`src/rtl/icache_direct.sv`:
```
// Direct-mapped, one-word-block I-cache: zero-cycle hits; a miss holds ihit=0 while an iREN/iwait fill runs, then replays.
// Defining ICACHE_STATS_EN adds saturating hit_count/miss_count output ports.
module icache_direct #(
   parameter int SETS = 16
) (
   input  logic        CLK,
   input  logic        RST,
   input  logic        imemREN,
   input  logic [31:0] imemaddr,
   output logic        ihit,
   output logic [31:0] imemload,
   output logic        iREN,
   output logic [31:0] iaddr,
   input  logic        iwait,
   input  logic [31:0] iload
`ifdef ICACHE_STATS_EN
   ,
   output logic [31:0] hit_count,
   output logic [31:0] miss_count
`endif
);
   localparam int IDX_W = $clog2(SETS);
   localparam int TAG_W = 30 - IDX_W;

   typedef enum logic {IDLE, FILL} state_t;

   state_t           r_state, w_state_nxt;
   logic [SETS-1:0]  r_valid;
   logic [TAG_W-1:0] r_tag  [SETS];
   logic [31:0]      r_data [SETS];
   logic [31:0]      r_miss_addr, w_miss_addr_nxt;
   logic [31:0]      w_word_addr;
   logic [IDX_W-1:0] w_idx, w_fill_idx;
   logic [TAG_W-1:0] w_tag, w_fill_tag;
   logic             w_lookup_hit, w_fill_done, w_miss;

   assign w_word_addr  = imemaddr & 32'hFFFF_FFFC;
   assign w_idx        = w_word_addr[IDX_W+1:2];
   assign w_tag        = w_word_addr[31:IDX_W+2];
   assign w_fill_idx   = r_miss_addr[IDX_W+1:2];
   assign w_fill_tag   = r_miss_addr[31:IDX_W+2];
   assign w_lookup_hit = imemREN & r_valid[w_idx] & (r_tag[w_idx] == w_tag);
   assign w_fill_done  = (r_state == FILL) & ~iwait;
   assign w_miss       = (r_state == IDLE) & imemREN & ~w_lookup_hit;

   always_ff @(posedge CLK or posedge RST) begin
      if (RST) begin
         r_state     <= IDLE;
         r_miss_addr <= '0;
      end else begin
         r_state     <= w_state_nxt;
         r_miss_addr <= w_miss_addr_nxt;
      end
   end

   // Valid bits carry the reset; tag/data are meaningless until valid is set.
   always_ff @(posedge CLK or posedge RST) begin
      if (RST) begin
         r_valid <= '0;
      end else if (w_fill_done) begin
         r_valid[w_fill_idx] <= 1'b1;
      end
   end

   always_ff @(posedge CLK) begin
      if (w_fill_done) begin
         r_tag[w_fill_idx]  <= w_fill_tag;
         r_data[w_fill_idx] <= iload;
      end
   end

   always_comb begin
      w_state_nxt     = r_state;
      w_miss_addr_nxt = r_miss_addr;
      ihit            = 1'b0;
      imemload        = '0;
      iREN            = 1'b0;
      iaddr           = '0;
      case (r_state)
         IDLE: begin
            if (w_lookup_hit) begin
               ihit     = 1'b1;
               imemload = r_data[w_idx];
            end else if (imemREN) begin
               w_miss_addr_nxt = w_word_addr;
               w_state_nxt     = FILL;
            end
         end
         FILL: begin
            iREN  = 1'b1;
            iaddr = r_miss_addr;
            if (!iwait) begin
               w_state_nxt = IDLE;
            end
         end
         default: w_state_nxt = IDLE;
      endcase
   end

`ifdef ICACHE_STATS_EN
   always_ff @(posedge CLK or posedge RST) begin
      if (RST) begin
         hit_count  <= '0;
         miss_count <= '0;
      end else begin
         if (ihit && hit_count != 32'hFFFF_FFFF) begin
            hit_count <= hit_count + 32'd1;
         end
         if (w_miss && miss_count != 32'hFFFF_FFFF) begin
            miss_count <= miss_count + 32'd1;
         end
      end
   end
`endif

endmodule

```
`config.mk`:
```
export PLATFORM = sky130hd
export DESIGN_NAME = icache_direct
export DESIGN_NICKNAME = d
export VERILOG_FILES = /design/src/rtl/icache_direct.sv
export SDC_FILE = /design/constraint.sdc
export NUM_CORES = 1
export LEC_CHECK = 0
export BUFFER_PORTS_ARGS = -buffer_cell sky130_fd_sc_hd__buf_2
export CAP_MARGIN = 5
export CORE_MARGIN = 3
export CORE_UTILIZATION = 25
export CTS_BUF_LIST = sky130_fd_sc_hd__clkbuf_4 sky130_fd_sc_hd__clkbuf_8
export CTS_CLUSTER_SIZE = 28
export DETAILED_ROUTE_END_ITERATION = 12
export SKIP_CTS_REPAIR_TIMING = 1
export SYNTH_ARGS = -nofsm -noshare
export SYNTH_HDL_FRONTEND = slang
export SYNTH_SLANG_ARGS = --single-unit
```
`constraint.sdc`:
```
create_clock -name CLK -period 6.2 [get_ports CLK]
set_input_delay 0.62 -clock CLK [delete_from_list [all_inputs] [get_ports CLK]]
set_output_delay 0.62 -clock CLK [all_outputs]
set_load 0.005 [all_outputs]
```
==> flow_summary_export.csv, run 1 <==
group,metric,value,unit
detailed_routing,dr_total_vias,18000,
timing,finClkSkew,0.0516,ns
clocking,cts_tree,"built",
grt,grt_usage,12.1,%
grt,grt_first_pass_wirelength,138000,µm
detailed_routing,drtPass1Iterations,7,
timing,finalMaxSlewViolations,0,
grt,grt_pass1_vias,19100,
clocking,cts_buffers,156,
floorplanning,start_util,25.3,%
synthesis,yosysTopAreaCell,"edfxtp_1",
synthesis,async_flop_share,4.82,%
detailed_routing,drt-initial-drc-count,1639,
synthesis,yosys.area_share.simple,2.27,%
synthesis,synthCells,1662,
timing,period_minus_slack,5.17,ns
power,ir_drop,0.000189,V
critical_path,critPathMostFrequentCell,"buf_4",
floorplanning,coreArea,151000,µm²
grt,grt_max_degree,103,
timing,finalSetupViolCount,0,
critical_path,critPathMaxStageDelay,0.64,ns
clocking,cts_sinks,975,
detailed_routing,drt-total-wl,95900,µm
critical_path,critPathBufInv,4,
synthesis,syn_area,38100,µm²
final_layout,syn2layout_area_growth,17.0,%
synthesis,synth_seq_cells,975,
floorplanning,die_h,397,µm
floorplanning,die_w,397,µm
clocking,clockBufferDepth,3,
hold_path,worstHoldPathType,"in2reg",
critical_path,critPathArrivalTime,4.55,ns
critical_path,worst-path-stages,11,
critical_path,cp_max_fo,53,
floorplanning,io-pin-count,134,
power,p_leak,14.4,nW
synthesis,synth_top_family_by_area,"multiplexers",
clocking,clock_latency,0.83,ns
timing,finalCritPeriodShare,83.3,%
critical_path,critPathKind,"in2out",
synthesis,yosysSeqAreaShare,76.1,%
critical_path,start_kind,"input pin",
critical_path,cp-end-kind,"output port",
synthesis,synth.distinct_cells,58,
critical_path,r2r_cells,4,
job,maxCapViolations,0,
place,placed_area,41400,µm²
hold_path,holdPathStages,2,
synthesis,synthMuxAreaShare,18.2,%
synthesis,dominantRegCellSynth,"edfxtp_1",
detailed_routing,wire_per_inst,23.6,µm
synthesis,yosysWarnings,0,
power,power_density,323,nW/µm²
timing,tightest_slew,1.21,ns
place,gp_congestion,0.716,
floorplanning,die-area,157000,µm²
synthesis,synth-xor-area-share,0.919,%
synthesis,synth_top_cell_area_share,73.1,%
critical_path,required,5.58,ns
timing,setup_tns,0,ns
critical_path,crit_chain,"buf_8 > buf_4 > mux4_1 > mux2i_1 > mux2_2 > xnor2_1 > nor4_2 > nand4b_1 > buf_4 > nor2b_1 > buf_2",
place,hpwl,51900,µm
clocking,cts.clk_slew.worst_paths,0.06,ns
final_layout,drive_gt1_share,36.5,%
synthesis,synth_compound_area_share,0.961,%
detailed_routing,ant_nets,0,
final_layout,fin_area,44600,µm²
detailed_routing,vias_per_cell,4.42,
timing,finalHoldViolCount,0,
critical_path,cp_top_family,"buffers and inverters",
final_layout,nets,1986,
detailed_routing,post-route-drc-count,0,
timing,max_freq,194,MHz
synthesis,syn_avg_cell_area,22.9,µm²
grt,grt-ovfl-total,0,
timing,relSlewSlack,19.2,%
clocking,root_buffer,"clkbuf_8",
synthesis,synth-edff-count,928,
floorplanning,rows,142,
critical_path,slowest_stage,"mux4_1",
clocking,htreeDepth,4,
grt,antenna_found_initial,21,
place,portBuffers,129,
timing,rsz0062_at_grt,"no",
synthesis,synthAdderAreaFrac,0,%
status,status,"finished clean",
synthesis,synth.area.top_cells,"edfxtp_1 73%, mux4_2 14%, dfrtp_1 3.1%",
[cell usage in the layout (no fill, tap or decap), types with 5 or more instances in the layout]
master | Yosys | final
nor2b_1 | 36 | 36
nand2_1 | 11 | 11
xnor2_1 | 29 | 29
mux4_1 | 13 | 13
buf_12 | 3 | 8
xor2_1 | 11 | 11
mux2i_1 | 66 | 66
dfrtp_1 | 47 | 46
o22ai_1 | 5 | 5
and2_1 | 31 | 31
mux2_4 | 29 | 29
buf_4 | 14 | 44
mux4_2 | 242 | 242
nand2b_1 | 7 | 7
edfxtp_1 | 928 | 928
o211ai_1 | 5 | 5
mux2_2 | 6 | 6
a22oi_1 | 7 | 7
dlygate4sd3_1 | 0 | 6
clkinv_1 | 0 | 34
clkinv_2 | 0 | 6
clkbuf_8 | 0 | 162
nor2_1 | 21 | 9
inv_1 | 8 | 7
or2_2 | 17 | 17
nor2_4 | 0 | 12
diode_2 | 0 | 6
clkbuf_4 | 0 | 60
buf_2 | 27 | 125
[metrics by stage]
| stage | total power, W | hold WS [ns] | utilization [%] | cells | worst slack (ns) |
|---|---|---|---|---|---|
| 3_3_place_gp | 0.00900 | 0.443 | 27.5 | 3770 | 0.885 |
| 6_report | 0.0144 | 0.0655 | 29.6 | 4063 | 1.03 |
| 5_1_grt | 0.0150 | 0.00517 | 29.6 | 4058 | 0.761 |
| 4_1_cts | 0.0146 | -0.0689 | 29.6 | 4051 | 0.908 |
| 3_5_place_dp | 0.00906 | 0.453 | 27.5 | 3770 | 0.943 |
| 2_1_floorplan | 0.00858 | 0.430 | - | 1663 | 0.527 |
[synth_stat cells, drive strengths merged, types with 2 or more instances]
library cell  instances
mux2i                66
nor3                  5
o211ai                5
a31oi                 3
nand2                11
edfxtp              928
mux2                 35
or2                  17
clkbuf               24
inv                   8
dfrtp                47
o22ai                 5
and3                  2
nor4                  3
xor2                 11
a211oi                3
a2111oi               2
dlygate4sd1           2
and2                 31
o21ai                 3
nor2b                36
nand2b                7
nand3b                2
nor2                 21
a22oi                 7
a21oi                 4
mux4                255
nand4                 3
nand3                 4
xnor2                29
a311oi                3
a2bb2oi               3
buf                  63
[worst reg2reg max path, cell delays in order, from the launching register on]
cell,delay [ns]
dfrtp_2,1.00
nor2b_1,0.28
nand3_1,0.32
nor2_4,0.96
buf_4,0.63
[layout make-up]
type,instances,area (µm²)
Antenna cell,6,15.0
Clock buffer,222,2680
Clock inverter,59,453
Fill cell,14700,106000
Inverter,8,30.0
Multi-Input combinational cell,591,8660
Sequential cell,975,29000
Tap cell,2016,2520
Timing Repair Buffer,186,1220
[per-layer routing]
layer	vias up	routed length, µm	global-route usage (%)	share of wire [%]
met5	-	41	0	0.043
met4	6	1970	3.49	2.1
met3	177	5800	2.67	6.0
met2	647	47300	19.9	49
met1	9639	40800	16.2	43
li1	7501	-	-	-
[sequential cells by signal, summed over array words and instances (netlist names)]
register / cells
r_data: 512
r_miss_addr: 30
r_valid: 16
r_tag: 416
r_state: 1
[cell families after synthesis]
kind of cell	Yosys count
simple gates	146
compound gates	47
buf+inv	97
flops	975
xor+xnor	40
other cells	1
mux	356
[power by group]
part	internal (W)	switching, W
registers	0.00762	0.000273
logic	0.000468	0.000541
clock network	0.00295	0.00255
[final timing paths]
kind                                             start                          end  slack, ns
min in group asynchronous                          RST  r_miss_addr[18]$_DFFE_PP0P_       0.55
worst min register to register  r_valid[5]$_DFFE_PP0P_       r_valid[5]$_DFFE_PP0P_       0.46
worst max-delay path                       imemaddr[2]                 imemload[31]       1.03
worst max register to register       r_state$_DFF_PP0_     r_data[11][23]$_DFFE_PP_       2.58
worst min-delay path                      imemaddr[26]  r_miss_addr[26]$_DFFE_PP0P_       0.07
max in group asynchronous                          RST            r_state$_DFF_PP0_       5.02
(Power assumes the default switching activity.)
==> inputs of run 2 (changes only) <==
==> constraint.sdc (replaced) <==
create_clock -name CLK -period 5 [get_ports CLK]
set_input_delay 0.5 -clock CLK [delete_from_list [all_inputs] [get_ports CLK]]
set_output_delay 0.5 -clock CLK [all_outputs]
set_load 0.005 [all_outputs]
==> flow_summary_export.csv, run 2 (same netlist as run 1, synthesis figures left out) <==
group,metric,value,unit
timing,finalSetupViolCount,0,
final_layout,fin_area,44500,µm²
timing,timing.hold.ws,0.0303,ns
place,placed_area,41700,µm²
critical_path,cp-end-kind,"output port",
clocking,cts_tree,"built",
timing,max_freq,218,MHz
final_layout,largest_reg_flops,512,
timing,tightest_slew,1.09,ns
clocking,clock_latency,0.79,ns
critical_path,r2r_slack,1.67,ns
critical_path,startpoint,"r_tag[3][12]$_DFFE_PP_",
timing,period_minus_slack,4.59,ns
timing,finalHoldViolCount,0,
detailed_routing,dr_total_vias,17900,
critical_path,start_kind,"register",
critical_path,worstReg2RegEnd,"r_miss_addr[4]$_DFFE_PP0P_",
clocking,root_buffer,"clkbuf_8",
power,ir_drop,0.000240,V
detailed_routing,wire_per_inst,23.3,µm
grt,grt-ovfl-total,0,
final_layout,final_cell_mix,"928 x edfxtp_1, 242 x mux4_2, 151 x clkbuf_8, 125 x buf_2, 66 x mux2i_1",
detailed_routing,drtPass1Iterations,6,
grt,antenna_found_initial,28,
power,power_density,385,nW/µm²
floorplanning,die_w,397,µm
floorplanning,die_h,397,µm
critical_path,r2r_cells,9,
detailed_routing,drt-initial-drc-count,2016,
clocking,cts.clk_slew.worst_paths,0.06,ns
floorplanning,io-pin-count,134,
final_layout,largestRegisters,"r_data: 512 flops, r_tag: 416 flops, r_miss_addr: 30 flops",
grt,grt_max_degree,70,
final_layout,drive_gt1_share,35.9,%
timing,finClkSkew,0.0294,ns
hold_path,worstHoldPathType,"in2reg",
timing,rsz0062_at_grt,"no",
floorplanning,coreArea,151000,µm²
timing,finalMaxSlewViolations,0,
final_layout,syn2layout_area_growth,16.6,%
critical_path,required,4.50,ns
hold_path,holdPathStages,2,
timing,relSlewSlack,27.0,%
detailed_routing,ant_nets,0,
hold_path,whs_endpoint,"r_miss_addr[12]$_DFFE_PP0P_",
place,dp.cells,3784,
grt,grt_usage,12.0,%
place,portBuffers,129,
status,status,"finished clean",
timing,setup_tns,0,ns
power,p_leak,14.2,nW
floorplanning,rows,142,
timing,finalCritPeriodShare,91.8,%
critical_path,r2r-start,"r_tag[3][12]$_DFFE_PP_",
clocking,cts_buffers,144,
clocking,cts_sinks,975,
final_layout,nets,1995,
final_layout,fill_cells,14700,
clocking,htreeDepth,4,
detailed_routing,drt-total-wl,94300,µm
critical_path,critPathKind,"reg2out",
detailed_routing,post-route-drc-count,0,
critical_path,critPathArrivalTime,4.09,ns
final_layout,final_common_cell,"edfxtp_1",
detailed_routing,vias_per_cell,4.43,
hold_path,min-delay-start,"imemaddr[12]",
critical_path,cp_max_fo,33,
floorplanning,die-area,157000,µm²
place,gp_congestion,0.727,
grt,grt_pass1_vias,19000,
job,maxCapViolations,0,
final_layout,final_cell_count_no_fill,4053,
grt,grt_first_pass_wirelength,136000,µm
final_layout,largest_register,"r_data",
place,hpwl,51700,µm
clocking,clockBufferDepth,3,
floorplanning,start_util,25.3,%
## run 2: critical path: stages (launching register included)
cell and delay [ns]:
edfxtp_1 0.37, mux4_2 0.50, nor3b_1 0.21, a311oi_1 0.07, a311oi_1 0.49, a31oi_1 0.11
nor4_2 0.63, nand4b_1 0.25, buf_12 0.25, nor2b_1 0.14, buf_4 0.15, buf_2 0.12
## run 2: how the worst max path moves through the flow
stage | to | slack (ns) | cells after the start
after detailed placement | imemload[0] | 0.44 | 12
after global placement | imemload[11] | 0.36 | 12
after global routing | imemload[0] | 0.13 | 10
final | imemload[11] | 0.41 | 11
after CTS | imemload[11] | 0.26 | 10
after floorplan | r_data[8][0]$_DFFE_PP_ | 1.03 | 3
## run 2: final cells by class
type	instances	area [µm²]	area share, %
diodes	10	25.0	0.0563
clock inverters	43	194	0.436
repair buffers	207	1520	3.41
inverters	8	30.0	0.0675
flip-flops and latches	975	29000	65.3
clock buffers	203	2470	5.55
multi-input cells	591	8680	19.5
well taps	2016	2520	5.67
## run 2: report_power, final
group | internal, W | switching, W
Combinational | 0.000596 | 0.000689
Clock | 0.00316 | 0.00290
Sequential | 0.00945 | 0.000331
## run 2: stage by stage
stage / power (W) / worst slack (ns) / util [%]
floorplan: 0.0106 / 1.03 / -
CTS: 0.0173 / 0.259 / 29.4
global placement: 0.0112 / 0.357 / 27.7
finish: 0.0171 / 0.408 / 29.5
global route: 0.0179 / 0.130 / 29.5
detailed placement: 0.0113 / 0.437 / 27.7
## run 2: metal layers
metal	GRT usage, %	share of wire, %	vias up
met1	16.0	43	9594
met3	2.69	6.3	170
met5	0	0.062	-
met4	3.68	2.3	8
li1	-	-	7507
met2	19.5	48	662
==> inputs of run 3 (changes only) <==
==> constraint.sdc (replaced) <==
create_clock -name CLK -period 4.8 [get_ports CLK]
set_input_delay 0.72 -clock CLK [delete_from_list [all_inputs] [get_ports CLK]]
set_output_delay 0.72 -clock CLK [all_outputs]
set_load 0.005 [all_outputs]
==> flow_summary_export.csv, run 3 (same netlist as run 1, synthesis figures left out) <==
group,metric,value,unit
final_layout,final_util,29.7,%
final_layout,final_common_cell,"edfxtp_1",
clocking,htreeDepth,4,
hold_path,worstHoldPathType,"in2async",
critical_path,critPathMostFrequentCell,"buf_4",
timing,finalSetupViolCount,0,
floorplanning,start_util,25.3,%
place,placed_area,41800,µm²
final_layout,largest_register,"r_data",
job,maxCapViolations,0,
floorplanning,die_h,397,µm
critical_path,slowest_stage,"mux4_2",
detailed_routing,drt-total-wl,97100,µm
timing,finalCritPeriodShare,96.8,%
final_layout,fill_cells,14600,
clocking,clockBufferDepth,3,
timing,finalMaxSlewViolations,0,
final_layout,fin_area,44800,µm²
detailed_routing,drt-initial-drc-count,1846,
final_layout,final_cell_count_no_fill,4071,
place,dp.cells,3791,
clocking,root_buffer,"clkbuf_8",
place,hpwl,52300,µm
critical_path,cp-end-kind,"output port",
critical_path,critPathArrivalTime,3.93,ns
timing,relSlewSlack,25.5,%
critical_path,crit_chain,"mux4_1 > mux4_2 > xnor2_4 > o211ai_1 > nor4_2 > buf_4 > nand4b_1 > clkbuf_16 > nor2b_1 > buf_4 > buf_2",
grt,antenna_found_initial,34,
timing,finalHoldViolCount,0,
clocking,clock_latency,0.81,ns
grt,grt_pass1_vias,19000,
grt,grt_usage,12.2,%
final_layout,syn2layout_area_growth,17.4,%
final_layout,drive_gt1_share,36.9,%
grt,grt_max_degree,94,
final_layout,largest_reg_flops,512,
detailed_routing,dr_total_vias,18200,
place,gp_congestion,0.755,
grt,grt-ovfl-total,0,
clocking,cts.clk_slew.worst_paths,0.07,ns
floorplanning,rows,142,
final_layout,nets,1996,
timing,finClkSkew,0.0248,ns
timing,tightest_slew,1.11,ns
final_layout,multi_input_area,8710,µm²
critical_path,required,4.08,ns
floorplanning,die-area,157000,µm²
critical_path,critPathKind,"reg2out",
status,status,"finished clean",
timing,max_freq,215,MHz
critical_path,start_kind,"register",
grt,grt_first_pass_wirelength,138000,µm
detailed_routing,ant_nets,0,
timing,period_minus_slack,4.65,ns
floorplanning,coreArea,151000,µm²
detailed_routing,vias_per_cell,4.46,
final_layout,final_cell_mix,"928 x edfxtp_1, 242 x mux4_2, 157 x clkbuf_8, 125 x buf_2, 66 x mux2i_1",
power,p_leak,14.4,nW
critical_path,cp_max_fo,16,
power,ir_drop,0.000183,V
power,power_density,405,nW/µm²
detailed_routing,wire_per_inst,23.9,µm
final_layout,largestRegisters,"r_data: 512 flops, r_tag: 416 flops, r_miss_addr: 30 flops",
floorplanning,die_w,397,µm
clocking,cts_tree,"built",
final_layout,regArea,29000,µm²
clocking,cts_sinks,975,
detailed_routing,post-route-drc-count,0,
floorplanning,io-pin-count,134,
critical_path,critPathMaxStageDelay,0.54,ns
place,portBuffers,129,
clocking,cts_buffers,147,
detailed_routing,drtPass1Iterations,5,
timing,timing.hold.ws,0.152,ns
## run 3: cell count changes in the layout (fill, tap and decap cells not counted), sizes merged, moves of 3 or more
cell / previous run / this run
buf: 194 / 204
clkbuf: 203 / 214
clkinv: 38 / 44
clkinvlp: 4 / 9
diode: 10 / 7
dlygate4sd3: 13 / 0
## run 3: path summary, 6_finish.rpt
| path | startpoint | to | slack, ns | cells after the start |
|---|---|---|---|---|
| max in group asynchronous | RST | r_state$_DFF_PP0_ | 4.03 | 3 |
| max reg2reg | r_valid[1]$_DFFE_PP0P_ | r_miss_addr[15]$_DFFE_PP0P_ | 1.75 | 10 |
| min reg2reg | r_valid[4]$_DFFE_PP0P_ | r_valid[4]$_DFFE_PP0P_ | 0.46 | 1 |
| min | RST | r_miss_addr[22]$_DFFE_PP0P_ | 0.15 | 3 |
| max | r_tag[13][22]$_DFFE_PP_ | imemload[0] | 0.15 | 11 |
| min in group CLK | iwait | r_state$_DFF_PP0_ | 0.15 | 2 |
## run 3: cell type report
class	count	share of cell area, %
diodes	7	0.0391
clock inverters	56	0.606
repair buffers	205	3.57
clock buffers	213	5.77
well taps	2016	5.63
multi-input cells	591	19.4
inverters	8	0.0671
flip-flops and latches	975	64.9
## run 3: worst max-delay path: cells and delay by family, from the launching register on
| kind | cells | cell delay (ns) |
|---|---|---|
| compound gates | 1 | 0.12 |
| xor+xnor | 1 | 0.20 |
| buf+inv | 4 | 0.75 |
| flops | 1 | 0.37 |
| mux | 2 | 1.05 |
| simple gates | 3 | 0.63 |
## run 3: per-layer routing
metal  up-vias  track usage (%)  part of all wire (%)
met1      9714             16.2                    42
met5         -                0                  0.10
met3       168             3.04                   7.5
li1       7539                -                     -
met2       728             19.6                    48
met4        14             3.89                   2.2
## run 3: report_power, final
group | switching, W | total [W] | internal [W]
clock network | 0.00314 | 0.00660 | 0.00346
registers | 0.000350 | 0.0102 | 0.00984
logic | 0.000727 | 0.00136 | 0.000629
total | 0.00422 | 0.0181 | 0.0139
## run 3: per-stage QoR
step | setup TNS (ns) | setup WS, ns | total power, W
floorplan | 0 | 0.613 | 0.0111
global placement | 0 | 0.159 | 0.0117
detailed placement | 0 | 0.131 | 0.0118
CTS | -0.324 | -0.126 | 0.0183
global route | -0.195 | -0.0295 | 0.0189
finish | 0 | 0.153 | 0.0181
